==> config.mk <==
export PLATFORM = sky130hd
export DESIGN_NAME = rv_writeback_arbiter
export DESIGN_NICKNAME = d
export VERILOG_FILES = /design/src/rtl/rv_writeback_arbiter.sv
export SDC_FILE = /design/constraint.sdc
export NUM_CORES = 1
export LEC_CHECK = 0
export ABC_AREA = 1
export BUFFER_PORTS_ARGS = -buffer_cell sky130_fd_sc_hd__buf_2
export CELL_PAD_IN_SITES_DETAIL_PLACEMENT = 0
export CELL_PAD_IN_SITES_GLOBAL_PLACEMENT = 1
export CORE_AREA = 2 2 367 369
export DETAILED_ROUTE_END_ITERATION = 7
export DIE_AREA = 0 0 369 371
export PLACE_DENSITY = 0.45
export SYNTH_ARGS = -nofsm -noshare
export SYNTH_HDL_FRONTEND = slang
export SYNTH_SLANG_ARGS = --single-unit
==> constraint.sdc <==
create_clock -name clk -period 3.4 [get_ports clk]
set_clock_uncertainty 0.2 [all_clocks]
set_input_delay 0 -clock clk [delete_from_list [all_inputs] [get_ports clk]]
set_output_delay 0 -clock clk [all_outputs]
set_load 0.02 [all_outputs]
==> src/rtl/rv_writeback_arbiter.sv <==
// Writeback arbiter: round-robin pick among execute-unit response
// channels, registered GPR write port and retire counter.
module rv_writeback_arbiter #(
   parameter int NUM_SRCS    = 3,
   parameter int NUM_THREADS = 4,
   parameter int NW_BITS     = 2,
   parameter int NR_BITS     = 5,
   parameter int UUID_BITS   = 44
) (
   input  logic                            clk,
   input  logic                            reset,
   input  logic [NUM_SRCS-1:0]             valid_in,
   input  logic [NUM_SRCS*UUID_BITS-1:0]   uuid_in,
   input  logic [NUM_SRCS*NW_BITS-1:0]     wid_in,
   input  logic [NUM_SRCS*NUM_THREADS-1:0] tmask_in,
   input  logic [NUM_SRCS*32-1:0]          PC_in,
   input  logic [NUM_SRCS*NR_BITS-1:0]     rd_in,
   input  logic [NUM_SRCS-1:0]             wb_in,
   input  logic [NUM_SRCS*NUM_THREADS*32-1:0] data_in,
   output logic [NUM_SRCS-1:0]             ready_out,
   output logic                            wb_valid,
   output logic [UUID_BITS-1:0]            wb_uuid,
   output logic [NW_BITS-1:0]              wb_wid,
   output logic [NUM_THREADS-1:0]          wb_tmask,
   output logic [31:0]                     wb_PC,
   output logic [NR_BITS-1:0]              wb_rd,
   output logic [NUM_THREADS*32-1:0]       wb_data,
   output logic                            retire_valid,
   output logic [NW_BITS-1:0]              retire_wid,
   output logic [63:0]                     retire_count
);

   localparam int PW = (NUM_SRCS > 1) ? $clog2(NUM_SRCS) : 1;
   localparam int DW = NUM_THREADS * 32;

   logic [PW-1:0]          ptr_q, ptr_d, gidx;
   logic                   gnt;
   logic [NUM_SRCS-1:0]    gnt_oh;
   int                     idx;

   logic [UUID_BITS-1:0]   sel_uuid;
   logic [NW_BITS-1:0]     sel_wid;
   logic [NUM_THREADS-1:0] sel_tmask;
   logic [31:0]            sel_pc;
   logic [NR_BITS-1:0]     sel_rd;
   logic                   sel_wb;
   logic [DW-1:0]          sel_data;

   logic                   wb_valid_q, retire_valid_q;
   logic [UUID_BITS-1:0]   uuid_q;
   logic [NW_BITS-1:0]     wid_q;
   logic [NUM_THREADS-1:0] tmask_q;
   logic [31:0]            pc_q;
   logic [NR_BITS-1:0]     rd_q;
   logic [DW-1:0]          data_q;
   logic [63:0]            count_q;

   // Scan ptr, ptr+1, ... with wrap; first valid source wins.
   always_comb begin
      gnt    = 1'b0;
      gidx   = '0;
      gnt_oh = '0;
      idx    = 0;
      for (int k = 0; k < NUM_SRCS; k++) begin
         idx = (int'(ptr_q) + k) % NUM_SRCS;
         if (!gnt && valid_in[idx]) begin
            gnt  = 1'b1;
            gidx = PW'(idx);
         end
      end
      if (reset) gnt = 1'b0;
      if (gnt) gnt_oh[gidx] = 1'b1;
   end

   assign ready_out = gnt_oh;
   assign ptr_d = (gidx == PW'(NUM_SRCS - 1)) ? '0 : gidx + 1'b1;

   always_comb begin
      sel_uuid  = uuid_in[gidx*UUID_BITS +: UUID_BITS];
      sel_wid   = wid_in[gidx*NW_BITS +: NW_BITS];
      sel_tmask = tmask_in[gidx*NUM_THREADS +: NUM_THREADS];
      sel_pc    = PC_in[gidx*32 +: 32];
      sel_rd    = rd_in[gidx*NR_BITS +: NR_BITS];
      sel_wb    = wb_in[gidx];
      sel_data  = data_in[gidx*DW +: DW];
   end

   always_ff @(posedge clk) begin
      if (reset) begin
         ptr_q          <= '0;
         wb_valid_q     <= 1'b0;
         retire_valid_q <= 1'b0;
         uuid_q         <= '0;
         wid_q          <= '0;
         tmask_q        <= '0;
         pc_q           <= '0;
         rd_q           <= '0;
         data_q         <= '0;
         count_q        <= '0;
      end else begin
         wb_valid_q     <= gnt && sel_wb && (|sel_tmask);
         retire_valid_q <= gnt;
         if (gnt) begin
            ptr_q   <= ptr_d;
            uuid_q  <= sel_uuid;
            wid_q   <= sel_wid;
            tmask_q <= sel_tmask;
            pc_q    <= sel_pc;
            rd_q    <= sel_rd;
            data_q  <= sel_data;
         end
         // Count lags retire_valid by one cycle.
         if (retire_valid_q) count_q <= count_q + 64'd1;
      end
   end

   assign wb_valid     = wb_valid_q;
   assign wb_uuid      = uuid_q;
   assign wb_wid       = wid_q;
   assign wb_tmask     = tmask_q;
   assign wb_PC        = pc_q;
   assign wb_rd        = rd_q;
   assign wb_data      = data_q;
   assign retire_valid = retire_valid_q;
   assign retire_wid   = wid_q;
   assign retire_count = count_q;

endmodule

; ---- Word-level counts from Yosys, hierarchy flattened
; Cells that the tools add are included.
[word_totals]
out_inout_bits = 286
regBits = 283
input_bits = 653
[op_classes]
shift = 6
reduce_logical = 8
eq_ne = 1
mux = 22
n_lt_le_gt_ge = 5
addsub = 4
multipliers = 2
div = 3
[op_table]
columns = op, n
row1 = 384-bit by 10-bit indexed part select with 128-bit output, 1
row2 = 132-bit by 9-bit indexed part select with 44-bit output, 1
row3 = 32-bit by 4-bit less-than comparator with 1-bit output (second input constant), 3
row4 = 96-bit by 8-bit indexed part select with 32-bit output, 1
row5 = 64-bit by 1-bit adder with 64-bit output (second input constant), 1
row6 = 32-bit by 3-bit modulo with 32-bit output (second input constant), 2
row7 = 3-bit by 3-bit modulo with 32-bit output (second input constant), 1
row8 = 15-bit by 6-bit indexed part select with 5-bit output, 1
row9 = 1-bit two-way mux, 12
row10 = 12-bit by 5-bit indexed part select with 4-bit output, 1
row11 = 1-bit binary-select mux with 2-bit select, 4
row12 = 2-bit two-way mux, 4
row13 = 2-bit by 4-bit multiplier with 6-bit output (second input constant), 1
row14 = 6-bit by 4-bit indexed part select with 2-bit output, 1
row15 = 1-bit logical AND, 5
row16 = 2-bit by 3-bit multiplier with 5-bit output (second input constant), 1
row17 = 4-bit OR reduction, 1
row18 = 2-bit by 1-bit adder with 3-bit output (second input constant), 1
row19 = 2-bit by 2-bit adder with 3-bit output (second input constant), 1
row20 = 2-bit by 3-bit less-than comparator with 1-bit output (second input constant), 1
row21 = 3-bit two-way mux, 1
row22 = 2-bit by 1-bit adder with 2-bit output (second input constant), 1
row23 = 1-bit demux with 2-bit select, 1
row24 = 2-bit equality test (second input constant), 1
row25 = other kinds (2), 3

; ---- Longest topological paths before layout
; Gate-level depths: netlist of the first run.
[logic_depth]
ltp_word = 16
ltp_mapped = 17

; ---- Worst setup path before layout of the first run
; No wires, ideal clock.
[synth_timing]
path_type = reg-to-output
start = reg ptr_q[0]
end = out ready_out[0]
path_buffers = 2
setup_slack_ps = 894
required_time_ps = 3200
path_stages_with_launch = 10
arrival_time_ps = 2306
path_cell_list = dfxtp_1 -> inv_1 -> ha_1 -> o21ai_1 -> nand2_1 -> nand3_1 -> nand2_1 -> buf_2 -> buf_2 -> nor3_1
[synth_between]
elab_chain_len = 16
elab_cells_between_ends = 31
cone_classes = add/sub (2) / div (3) / order compare (2) / mux (19) / reduce/logical (5)
[synth_lines]
columns = item, line_no
row1 = start: declaration, 36  ; logic [PW-1:0] ptr_q, ptr_d, gidx;
row2 = start signal: assignment, 104  ; ptr_q <= ptr_d;
row3 = branches (longest 15 deep; another with 32-bit by 3-bit modulo with 32-bit output), n/a
row4 = 3-bit two-way mux (*), 72  ; if (gnt) gnt_oh[gidx] = 1'b1;
row5 = end: declaration, 20  ; output logic [NUM_SRCS-1:0] ready_out,
; Every way passes the cells marked *. The select of a mux whose other input is x is not followed.

; ---- Final worst setup path of the first run
[layout_timing]
start = reg ptr_q[0]
end = reg wid_q[1], in the netlist retire_wid[1]
[layout_between]
elab_chain_len = 12
elab_cells_between_ends = 26
cone_classes = add/sub (2) / div (3) / shift (1) / mux (16) / reduce/logical (4)
[layout_lines]
columns = item, line_no
row1 = branches (longest 12 deep; another with 32-bit by 3-bit modulo with 32-bit output), n/a
row2 = end signal: assignment, 106  ; wid_q <= sel_wid;
row3 = end: declaration, 51  ; logic [NW_BITS-1:0] wid_q;
; Several ways; the timed one is not identified. The select of a mux whose other input is x is not followed.
; A chain may end at the register's enable or synchronous reset.

==> qor.txt, run 1 <==
Status: completed
I/O pin cnt: 939
Synthesis-to-finish area growth: 124.4%
Maximum root-to-sink buffer count: 3
Fin Hold WS: 0.03934 ns
Share of the synthesized area in the top cell type: 39.45%
Seq/Total Area, Yosys: 39.45%
Critical Path RT: 3.75 ns
Initial core utilization: 10.81%
Most common flop cell mapped by yosys: dfxtp_1
Top cell type by total area after synthesis: dfxtp_1
First-pass GRT wire length: 161500 microns
Crit share post-route: 95.56%
Worst path most repeated cell: nand2_1
Die outline height: 371 microns
Max_cap viols: 0
Die area: 0.1369 sq mm
Setup crit start kind: flop
GRT Util Overall: 15.98%
Crit path max-delay cell type: dlygate4sd3_1
Final net count: 4569
Avg WL per Cell: 20.90 microns
Post-synth EDFFs: 0
HPWL Detailed: 86260 microns
Top-count cell post-synth: nand2_1
H-tree depth: 2
Synth cell count leaders: 535 x nand2_1, 283 x dfxtp_1, 228 x o21ai_0
R2R depth: 15
Syn Nets: 2711
GPL Wtd Cong: 0.8547
Warnings from Yosys: 0
Total Power: 0.02673 W
Pwr/cell area: 829.4 mW/mm^2
Final setup violation count: 0
Vias per cell: 4.022
Fin. Hold Viols: 0
Avg Cell Area, Syn: 6.995 sq um
Worst-path clk slew: 0.06 ns
Worst Path Max Fanout: 36
Max-slew violations: 0
Crit-path max cell delay: 0.59 ns
Initial drt markers: 1373
Worst Setup End Kind: flop
Actual slew at the worst max-slew pin: 0.8723 ns
CTS tree: yes
Most used routing layer: met2
Rows: 134
Core area: 0.1328 sq mm
Ratio of cells with drive above 1 in the final layout: 28.51%
Final wirelength: 119500 microns
Final min period: 3.249 ns
Clk sinks: 283
Fmax: 0.3078 GHz
Worst reg2reg path startpoint: ptr_q[0]$_SDFFE_PP0P_
Dominant cells by area after synthesis: dfxtp_1 39%, nand2_1 14%, a31oi_1 8.8%
Flops & latches, synth: 283
CTS Root Cell: clkbuf_16
HP Class: primary input to flop
CTS buffer count: 42
Post-Synthesis Cell Area: 0.01436 sq mm
Async SR Flop Fraction: 0%
M1 GR Usage: 19.34%
Placed inst area: 0.02129 sq mm
Mapped Cells: 2053
Worst EP arrival: 3.60 ns
Met3 usage: 3.728%
Worst hold start: PC_in[13]
Worst Setup Path Type: flop to flop
Design area: 0.03223 sq mm
Clk_lat worst skew: 0.61 ns
Yosys cell types: 37
Congestion Overflow GR: 0
Routed Antenna Nets: 0
VDD IR max: 0.5964 mV
Hold Path Depth: 4
Relative slew slack: 41.84%
Met2 GRT Util: 27.05%
Pin count of the biggest net entering global routing: 135
Layout Utilization: 24.27%
Total number of vias: 22994
Initial antenna violation count: 26
Reg-to-reg slack, setup: 0.15 ns
Reg-to-reg endpoint: retire_wid[1]$_SDFFE_PP0P_
CP cell instances: inv_1, ha_2, inv_2, nand2_1, nand3_1, nand2_2, nand2_1, nor2_2, nand2_1, nand3_4, buf_12, buf_16, nand2_1, a31oi_1, dlygate4sd3_1
Die width: 369 microns
First drt pass iteration count: 6
Leakage: 14.15 nW
# port buffers: 938
WHS Endpoint: wb_PC[13]$_SDFFE_PP0P_
Vias in the first global route: 23414
DRC Markers: 0
[sequential cells by signal, indices dropped and copies added (netlist names)]
register	cells
wb_data	128
wb_valid	1
wb_rd	5
retire_valid	1
wb_tmask	4
ptr_q	2
retire_count	64
wb_uuid	44
wb_PC	32
retire_wid	2
[cells by family (layout without fill, tap and decap cells)]
logic type	Yosys count	count (layout)	share of synthesized area, %
and+or+nand+nor	805	805	22.88
buffers and inverters	241	2124	8.155
adders and majority gates	5	5	0.4357
xor gates and xnor gates	21	21	1.281
DFF	283	283	39.45
AOI/OAI and AO/OA	698	698	27.79
other	0	13	0
[cell usage in the layout, fill, tap and decap left out, drive strengths merged, types with 5 or more instances in the layout]
cell	instances
buf	1032
dlygate4sd3	926
nand2	537
dfxtp	283
o21ai	230
a31oi	201
a21oi	169
nor2	127
inv	92
nand3	75
a21boi	67
clkbuf	67
nor3	27
nand4	24
diode	13
nor4	13
a22oi	11
o21bai	11
xor2	11
xnor2	10
o21a	6
ha	5
clkinv	5
[worst max-delay path, delay by kind of cell (launching register included)]
| kind | cells | cell delay (ns) |
|---|---|---|
| buf+inv | 5 | 1.08 |
| fa+ha+maj | 1 | 0.40 |
| flops | 1 | 0.35 |
| compound gates | 1 | 0.24 |
| simple gates | 8 | 0.90 |
[metal layers]
metal,vias to the layer above,part of all wire [%],wire length (microns)
met1,10917,41,49560
met3,221,6.6,7895
met5,-,0.094,112
met4,20,4.4,5277
li1,10860,-,-
met2,976,47,56640
[stage by stage]
step                 TNS [ns]  std cells  setup slack, ns
floorplan                   0       2053           0.8937
global placement            0       4686           0.2891
detailed placement          0       4686           0.3382
CTS                         0       5680         0.007695
global route        -0.009746       5712        -0.009746
finish                      0       5717           0.1511
[layout make-up]
class / count / area, sq um
fill: 14823 / 100600
timing repair buffer: 1964 / 15100
multi-input combinational: 1529 / 7572
sequential: 283 / 5668
tap: 1768 / 2212
clock buffer: 61 / 1182
inverter: 91 / 351.6
clock inverter: 8 / 111.4
antenna: 13 / 32.53
[worst max-delay path by stage]
stage / start / end / slack (ns) / cells past startpoint
6_report: ptr_q[0]$_SDFFE_PP0P_ / retire_wid[1]$_SDFFE_PP0P_ / 0.15 / 15
5_1_grt: ptr_q[0]$_SDFFE_PP0P_ / wb_data[8]$_SDFFE_PP0P_ / -0.01 / 16
4_1_cts: ptr_q[0]$_SDFFE_PP0P_ / wb_valid$_SDFF_PP0_ / 0.008 / 16
3_5_place_dp: ptr_q[0]$_SDFFE_PP0P_ / wb_data[75]$_SDFFE_PP0P_ / 0.34 / 14
3_3_place_gp: ptr_q[0]$_SDFFE_PP0P_ / wb_PC[20]$_SDFFE_PP0P_ / 0.29 / 15
2_1_floorplan: ptr_q[0]$_SDFFE_PP0P_ / ready_out[0] / 0.89 / 9
[report_power, final]
part,internal [W],switching [W]
clock network,0.00249,0.00189
logic,0.00599,0.0110
registers,0.00458,0.000794
[what timing repair did]
item	CTS	global route
hold endpoints to repair	253	2
buffers inserted	0	17
resized for setup	3	15
pin swaps	0	2
endpoints found under the setup margin	1	41
hold buffers	925	2
cloned	0	6
No activity file was read; power rests on OpenSTA's default activity.
==> run 2: changes to the inputs <==
--- a/config.mk
+++ b/config.mk
@@ -6,7 +6,7 @@
 export NUM_CORES = 1
 export LEC_CHECK = 0
 export ABC_AREA = 1
-export BUFFER_PORTS_ARGS = -buffer_cell sky130_fd_sc_hd__buf_2
+export BUFFER_PORTS_ARGS = -buffer_cell sky130_fd_sc_hd__buf_4
 export CELL_PAD_IN_SITES_DETAIL_PLACEMENT = 0
 export CELL_PAD_IN_SITES_GLOBAL_PLACEMENT = 1
 export CORE_AREA = 2 2 367 369
==> run 2 against run 1 <==
Worst setup slack improved by 0.15 ns. Die area stayed put. Register-to-register slack better by 0.15 ns. Sequential share of layout area is 1.0 points lower. Clock power increased by 3%. Via count down 1.3%. Non-clock buffer count fell by 44. Sequential power is essentially flat. Critical path depth is 1 higher.
==> qor.txt, run 2 (synthesized netlist as in run 1, its figures left out) <==
HPWL Detailed: 88500 microns (+2.6%)
Setup TNS: 0 ns (unchanged)
Ratio of cells with drive above 1 in the final layout: 28.46% (-0.049 points)
H-tree depth: 2 (unchanged)
CP delay by family, top: buffers and inverters
Max FFs per register: 128 (unchanged)
Fin Hold WS: 0.04207 ns (+0.002735 ns)
Initial drt markers: 1119 (-18%)
Worst path most repeated cell: nand2_1
Rows: 134 (unchanged)
Most used routing layer: met2
First-pass GRT wire length: 165900 microns (+2.7%)
First drt pass iteration count: 5 (-1)
Pwr/cell area: 785.5 mW/mm^2 (-5.3%)
Met2 GRT Util: 27.76% (+0.71 points)
Most common cell after layout, fill and taps aside: buf_4
Sw frac: 49.85% (-1.3 points)
FF+latch area: 0.005668 sq mm (unchanged)
Status: completed
# fillers: 14592 (-1.6%)
Worst EP arrival: 3.39 ns (-0.21 ns)
Final net count: 4525 (-0.96%)
Final setup violation count: 0 (unchanged)
DRC Markers: 0 (unchanged)
Crit share post-route: 91.12% (-4.4 points)
Leakage: 14.61 nW (+3.2%)
Maximum root-to-sink buffer count: 3 (unchanged)
Comb power frac: 63.1% (-0.4 points)
Die area: 0.1369 sq mm (unchanged)
Synthesis-to-finish area growth: 138.0%
Crit-path max cell delay: 0.58 ns (about the same)
Fin. Hold Viols: 0 (unchanged)
Layout Utilization: 25.74% (+1.5 points)
Clock share of power: 16.8% (+0.4 points)
Worst-path clk slew: 0.06 ns (about the same)
Routed Antenna Nets: 0 (unchanged)
Max_cap viols: 0 (unchanged)
Flop pwr share: 20.2% (about the same)
Multi-input logic area: 0.007579 sq mm (about the same)
GPL Wtd Cong: 0.8649 (+1.2%)
Core area: 0.1328 sq mm (unchanged)
Avg WL per Cell: 21.31 microns (+1.9%)
Clk sinks: 283 (unchanged)
HP Class: primary input to flop
Crit path max-delay cell type: dlygate4sd3_1
Met3 usage: 3.879% (+0.15 points)
CTS tree: yes
Pin count of the biggest net entering global routing: 110 (-19%)
Die outline height: 371 microns (unchanged)
Initial core utilization: 10.81% (unchanged)
CTS buffer count: 42 (unchanged)
Pint: 0.01346 W (+3.1%)
Relative slew slack: 52.18% (+10 points)
VDD IR max: 0.5996 mV (+0.54%)
Congestion Overflow GR: 0 (unchanged)
# port buffers: 938 (unchanged)
Final min period: 3.098 ns (-0.1508 ns)
Worst Setup Path Type: flop to flop
Clk_lat worst skew: 0.61 ns (about the same)
Worst path bufs/invs: 5 (unchanged)
Highest-count cells in the layout ignoring fill and taps: 992 x buf_4, 901 x dlygate4sd3_1, 533 x nand2_1
Worst Setup End Kind: flop
Max-slew violations: 0 (unchanged)
Total number of vias: 22684 (-1.3%)
CP cell instances: inv_1, ha_1, inv_2, nand2_1, nand3_1, nand2_2, nand2_1, nor2_2, nand2_1, nand3_4, buf_12, buf_16, nand2_1, a21boi_1, a31oi_1, dlygate4sd3_1
M1 GR Usage: 20.12% (+0.79 points)
Setup crit start kind: flop
P_sw: 0.01338 W (-2.1%)
Vias in the first global route: 23644 (+0.98%)
Critical Path RT: 3.69 ns (-0.06 ns)
Worst Path Max Fanout: 37 (+2.8%)
Vias per cell: 4.002 (-0.50%)
I/O pin cnt: 939 (unchanged)
GRT Util Overall: 16.48% (+0.50 points)
Total Power: 0.02684 W (+0.42%)
Actual slew at the worst max-slew pin: 0.7173 ns (-0.1551 ns)
RSZ-0062 raised after global routing: false
Die width: 369 microns (unchanged)
CTS Root Cell: clkbuf_16
Fmax: 0.3228 GHz (+4.9%)
Initial antenna violation count: 25 (-3.8%)
Final wirelength: 120800 microns (+1.1%)
[run 2: area by class of cell]
cell class | instances | share of cell area (%)
Antenna cell | 10 | 0.07322
Clock buffer | 57 | 3.537
Clock inverter | 10 | 0.3661
Inverter | 91 | 1.029
Multi-Input combinational cell | 1529 | 22.18
Sequential cell | 283 | 16.58
Tap cell | 1768 | 6.473
Timing Repair Buffer | 1920 | 49.76
[run 2: layer usage]
| metal | part of all wire [%] | wire length (microns) | vias to the layer above |
|---|---|---|---|
| met1 | 41 | 50080 | 10761 |
| met2 | 48 | 57400 | 925 |
| met4 | 4.2 | 5069 | 24 |
| li1 | - | - | 10776 |
| met3 | 6.7 | 8054 | 198 |
| met5 | 0.13 | 156 | - |
[run 2: power by group through the flow]
stage	Clock, W	Combinational, W	Sequential (W)
finish	0.00450	0.0169	0.00541
global placement	0	0.0157	0.00543
CTS	0.00474	0.0167	0.00539
detailed placement	0	0.0157	0.00544
global route	0.00481	0.0182	0.00554
floorplan	0	0.00670	0.00666
[run 2: worst paths after layout]
path,start,end,slack [ns],cells after the start
hold / removal,data_in[30],wb_data[30]$_SDFFE_PP0P_,0.04,4
setup reg to reg,ptr_q[1]$_SDFFE_PP0P_,wb_data[68]$_SDFFE_PP0P_,0.30,16
hold reg to reg,ptr_q[0]$_SDFFE_PP0P_,ptr_q[0]$_SDFFE_PP0P_,0.29,2
setup / recovery,ptr_q[1]$_SDFFE_PP0P_,wb_data[68]$_SDFFE_PP0P_,0.30,16
[run 2: timing repair]
action,4_1_cts,5_1_grt
endpoints found under the hold margin,253,0
endpoints found under the setup margin,0,16
hold buffers,901,0
setup buffers,0,4
resized for setup,0,13
[run 2: worst min-delay path: stages]
cell           delay (ns)
dlygate4sd3_1        0.54
buf_4                0.13
nand2_1              0.06
a31oi_1              0.07
[run 2: per-stage QoR]
stage	std cells	setup WS, ns	instance area, sq um
after floorplan	2053	0.8937	14360
after CTS	5652	0.02089	34040
final	5668	0.3019	34180
after detailed placement	4684	0.3095	23690
after global placement	4684	0.3173	23690
after global routing	5661	0.04944	34160
==> run 3: changes to the inputs <==
==> config.mk (replaced) <==
export PLATFORM = sky130hd
export DESIGN_NAME = rv_writeback_arbiter
export DESIGN_NICKNAME = d
export VERILOG_FILES = /design/src/rtl/rv_writeback_arbiter.sv
export SDC_FILE = /design/constraint.sdc
export NUM_CORES = 1
export LEC_CHECK = 0
export BUFFER_PORTS_ARGS = -buffer_cell sky130_fd_sc_hd__buf_4
export CELL_PAD_IN_SITES_DETAIL_PLACEMENT = 0
export CELL_PAD_IN_SITES_GLOBAL_PLACEMENT = 1
export CORE_AREA = 2 2 369 371
export DETAILED_ROUTE_END_ITERATION = 7
export DIE_AREA = 0 0 371 373
export PLACE_DENSITY = 0.44
export SYNTH_ARGS = -nofsm -noshare
export SYNTH_HDL_FRONTEND = slang
export SYNTH_SLANG_ARGS = --single-unit
==> run 3 against run 2 <==
Die area is 1.1% higher. Wire length decreased by 20%. Final cell count down 11%. Combinational power is 21% lower. Via count fell by 19%. Worst hold slack improved by 0.035 ns. Total power is 15% lower. Non-clock buffer count fell by 233. Global-route usage fell by 3.3 points. Critical endpoint is now wb_uuid[2]$_SDFFE_PP0P_. Largest cell class unchanged. Highest routed layer unchanged.
==> qor.txt, run 3 <==
RSZ-0062 raised after global routing: true
Mapped Cells: 1603 (-22%)
Dominant cells by area after synthesis: dfxtp_1 40%, mux2i_1 15%, a22o_1 13%
Vias in the first global route: 19231 (-19%)
Sw frac: 42.85% (-7.0 points)
Routed met1 length: 39980 microns (-20%)
Final setup violation count: 0 (unchanged)
HP Class: primary input to flop
HPWL Detailed: 75990 microns (-14%)
Max FFs per register: 128 (unchanged)
FF+latch area: 0.005665 sq mm (about the same)
Fmax: 0.3024 GHz (-6.3%)
Final min period: 3.307 ns (+0.2086 ns)
Max-slew violations: 0 (unchanged)
Met3 WL: 5885 microns (-27%)
Initial core utilization: 10.55% (-0.27 points)
Synth Area in Adders: 0.4405% (+0.0049 points)
Actual slew at the worst max-slew pin: 0.8094 ns (+0.09216 ns)
Crit-path max cell delay: 0.64 ns (+0.06 ns)
DR top layer: met5
P_sw: 0.009766 W (-27%)
Synthesis-to-finish area growth: 124.3%
Vias per cell: 3.646 (-8.9%)
Avg WL per Cell: 19.29 microns (-9.5%)
Mux share of post-synthesis cell area: 15.44% (+15 points)
H-tree depth: 2 (unchanged)
Crit share post-route: 97.26% (+6.1 points)
Maximum root-to-sink buffer count: 3 (unchanged)
Clock share of power: 19.7% (+2.9 points)
Synth Area in XOR/XNOR: 3.454% (+2.2 points)
Flops & latches, synth: 283 (unchanged)
Multi-input logic area: 0.007940 sq mm (+4.8%)
Worst Setup Path Type: flop to flop
First drt pass iteration count: 5 (unchanged)
I/O pin cnt: 939 (unchanged)
Worst Setup End Kind: flop
Initial drt markers: 809 (-28%)
Most common flop cell mapped by yosys: dfxtp_1
Flop pwr share: 21.8% (+1.6 points)
Die area: 0.1384 sq mm (+1.1%)
Highest-count cells in the layout ignoring fill and taps: 1015 x buf_4, 650 x dlygate4sd3_1, 283 x dfxtp_1
Setup TNS: 0 ns (unchanged)
GRT Util Overall: 13.17% (-3.3 points)
Yosys cell types: 51 (+38%)
Largest family of logic cells by synthesized area: compound AO/OA/AOI/OAI gates
CP cell instances: inv_1, ha_1, mux2i_1, o21a_1, nand2_1, o22ai_4, buf_4, clkbuf_16, mux2i_1, o21ai_0, a22o_1
Routed wl met2: 46860 microns (-18%)
Worst EP arrival: 3.62 ns (+0.23 ns)
Top cell type by total area after synthesis: dfxtp_1
Clk_lat worst skew: 0.59 ns (-0.02 ns)
Avg Cell Area, Syn: 8.859 sq um (+27%)
Leakage: 14.41 nW (-1.3%)
Worst path bufs/invs: 3 (-2)
Top-count cell post-synth: dfxtp_1
Critical Path RT: 3.71 ns (+0.02 ns)
Worst Path Max Fanout: 10 (-73%)
Share of the synthesized area in the top cell type: 39.89% (+0.44 points)
Syn Nets: 2261 (-17%)
Max_cap viols: 0 (unchanged)
Worst-path clk slew: 0.06 ns (about the same)
Pin count of the biggest net entering global routing: 74 (-33%)
Status: completed
Clk sinks: 283 (unchanged)
CTS buffer count: 40 (-4.8%)
CP delay by family, top: compound AO/OA/AOI/OAI gates
Post-synth EDFFs: 0 (unchanged)
CTS tree: yes
Synth cell count leaders: 283 x dfxtp_1, 246 x nand2_1, 218 x mux2i_1
DRC Markers: 0 (unchanged)
Die outline height: 373 microns (+0.54%)
Crit path max-delay cell type: o21ai_0
Pint: 0.01303 W (-3.2%)
Total Power: 0.02279 W (-15%)
# fillers: 14578 (-0.096%)
GPL Wtd Cong: 0.8574 (-0.87%)
Synth Area in Simple Gates: 12.78% (-10 points)
Final net count: 3858 (-15%)
VDD IR max: 0.3411 mV (-43%)
Design area: 0.03186 sq mm (-6.8%)
Dpl ws: 0.1169 ns (-0.1926 ns)
First-pass GRT wire length: 132600 microns (-20%)
Routed Antenna Nets: 0 (unchanged)
Compound-Gate Fraction of Synth Area: 23.42% (-4.4 points)
Most common cell after layout, fill and taps aside: buf_4
Async SR Flop Fraction: 0% (unchanged)
Placed inst area: 0.02377 sq mm (+0.37%)
Relative slew slack: 45.47% (-6.7 points)
Congestion Overflow GR: 0 (unchanged)
Total number of vias: 18305 (-19%)
Initial antenna violation count: 5 (-80%)
Worst path most repeated cell: mux2i_1
Comb power frac: 58.5% (-4.6 points)
Ratio of cells with drive above 1 in the final layout: 34.81% (+6.4 points)
Fin. Hold Viols: 0 (unchanged)
Final worst setup slack: 0.09328 ns (-0.2086 ns)
Rows: 135 (+0.75%)
Seq/Total Area, Yosys: 39.89% (+0.44 points)
CTS Root Cell: clkbuf_16
Warnings from Yosys: 0 (unchanged)
Final wirelength: 96840 microns (-20%)
# port buffers: 938 (unchanged)
Setup crit start kind: flop
Core area: 0.1346 sq mm (+1.4%)
Pwr/cell area: 715.5 mW/mm^2 (-8.9%)
Die width: 371 microns (+0.54%)
Post-Synthesis Cell Area: 0.01420 sq mm (-1.1%)
-- run 3: area by class of cell --
cell class | instances | area share (%)
Timing Repair Buffer | 1687 | 45.80
Antenna cell | 7 | 0.05499
Clock buffer | 56 | 3.680
Clock inverter | 18 | 0.6559
Sequential cell | 283 | 17.78
Multi-Input combinational cell | 1179 | 24.93
Tap cell | 1781 | 6.995
Inverter | 9 | 0.1060
-- run 3: layer usage --
layer	up-vias	track usage (%)
li1	9035	-
met1	8510	15.36
met2	632	22.91
met3	124	3.174
met4	4	5.263
met5	-	0
-- run 3: timing repair --
action	CTS	global route
cloned	1	2
pin swaps	1	4
buffers inserted	1	6
gates resized for setup	2	7
hold buffers	650	0
endpoints found under the setup margin	3	12
hold endpoints to repair	280	0
-- run 3: cells by family after synthesis --
family	Yosys count
buf+inv	141
flops	283
xor+xnor	56
mux	219
simple gates	416
compound gates	483
fa+ha+maj	5
-- run 3: worst register-to-register path, stage by stage, from the launching register on --
cell and delay [ns]:
dfxtp_1 0.34, inv_1 0.09, ha_1 0.24, mux2i_1 0.39
o21a_1 0.26, nand2_1 0.11, o22ai_4 0.23, buf_4 0.21
clkbuf_16 0.20, mux2i_1 0.10, o21ai_0 0.64, a22o_1 0.23
-- run 3: worst paths after layout --
path | depth (start not counted) | startpoint | endpoint | slack (ns)
max reg2reg | 11 | ptr_q[1]$_SDFFE_PP0P_ | wb_uuid[2]$_SDFFE_PP0P_ | 0.09
min reg2reg | 2 | wb_tmask[0]$_SDFFE_PP0P_ | wb_tmask[0]$_SDFFE_PP0P_ | 0.26
max | 11 | ptr_q[1]$_SDFFE_PP0P_ | wb_uuid[2]$_SDFFE_PP0P_ | 0.09
min | 5 | data_in[318] | wb_data[62]$_SDFFE_PP0P_ | 0.08
-- run 3: per-stage QoR --
step / utilization (%) / cells / hold slack, ns
after global routing: 23.65 / 5015 / 0.03228
after detailed placement: 17.66 / 4279 / 0.1221
after global placement: 17.66 / 4279 / 0.1181
after floorplan: - / 1603 / 0.008675
final: 23.66 / 5020 / 0.07717
after CTS: 23.55 / 5005 / 0.01081
-- run 3: power by group through the flow --
stage	Combinational, W	Clock [W]	Sequential [W]
finish	0.0133	0.00449	0.00497
global route	0.0143	0.00482	0.00508
CTS	0.0133	0.00471	0.00497
global placement	0.0124	0	0.00505
detailed placement	0.0124	0	0.00503
floorplan	0.00587	0	0.00595
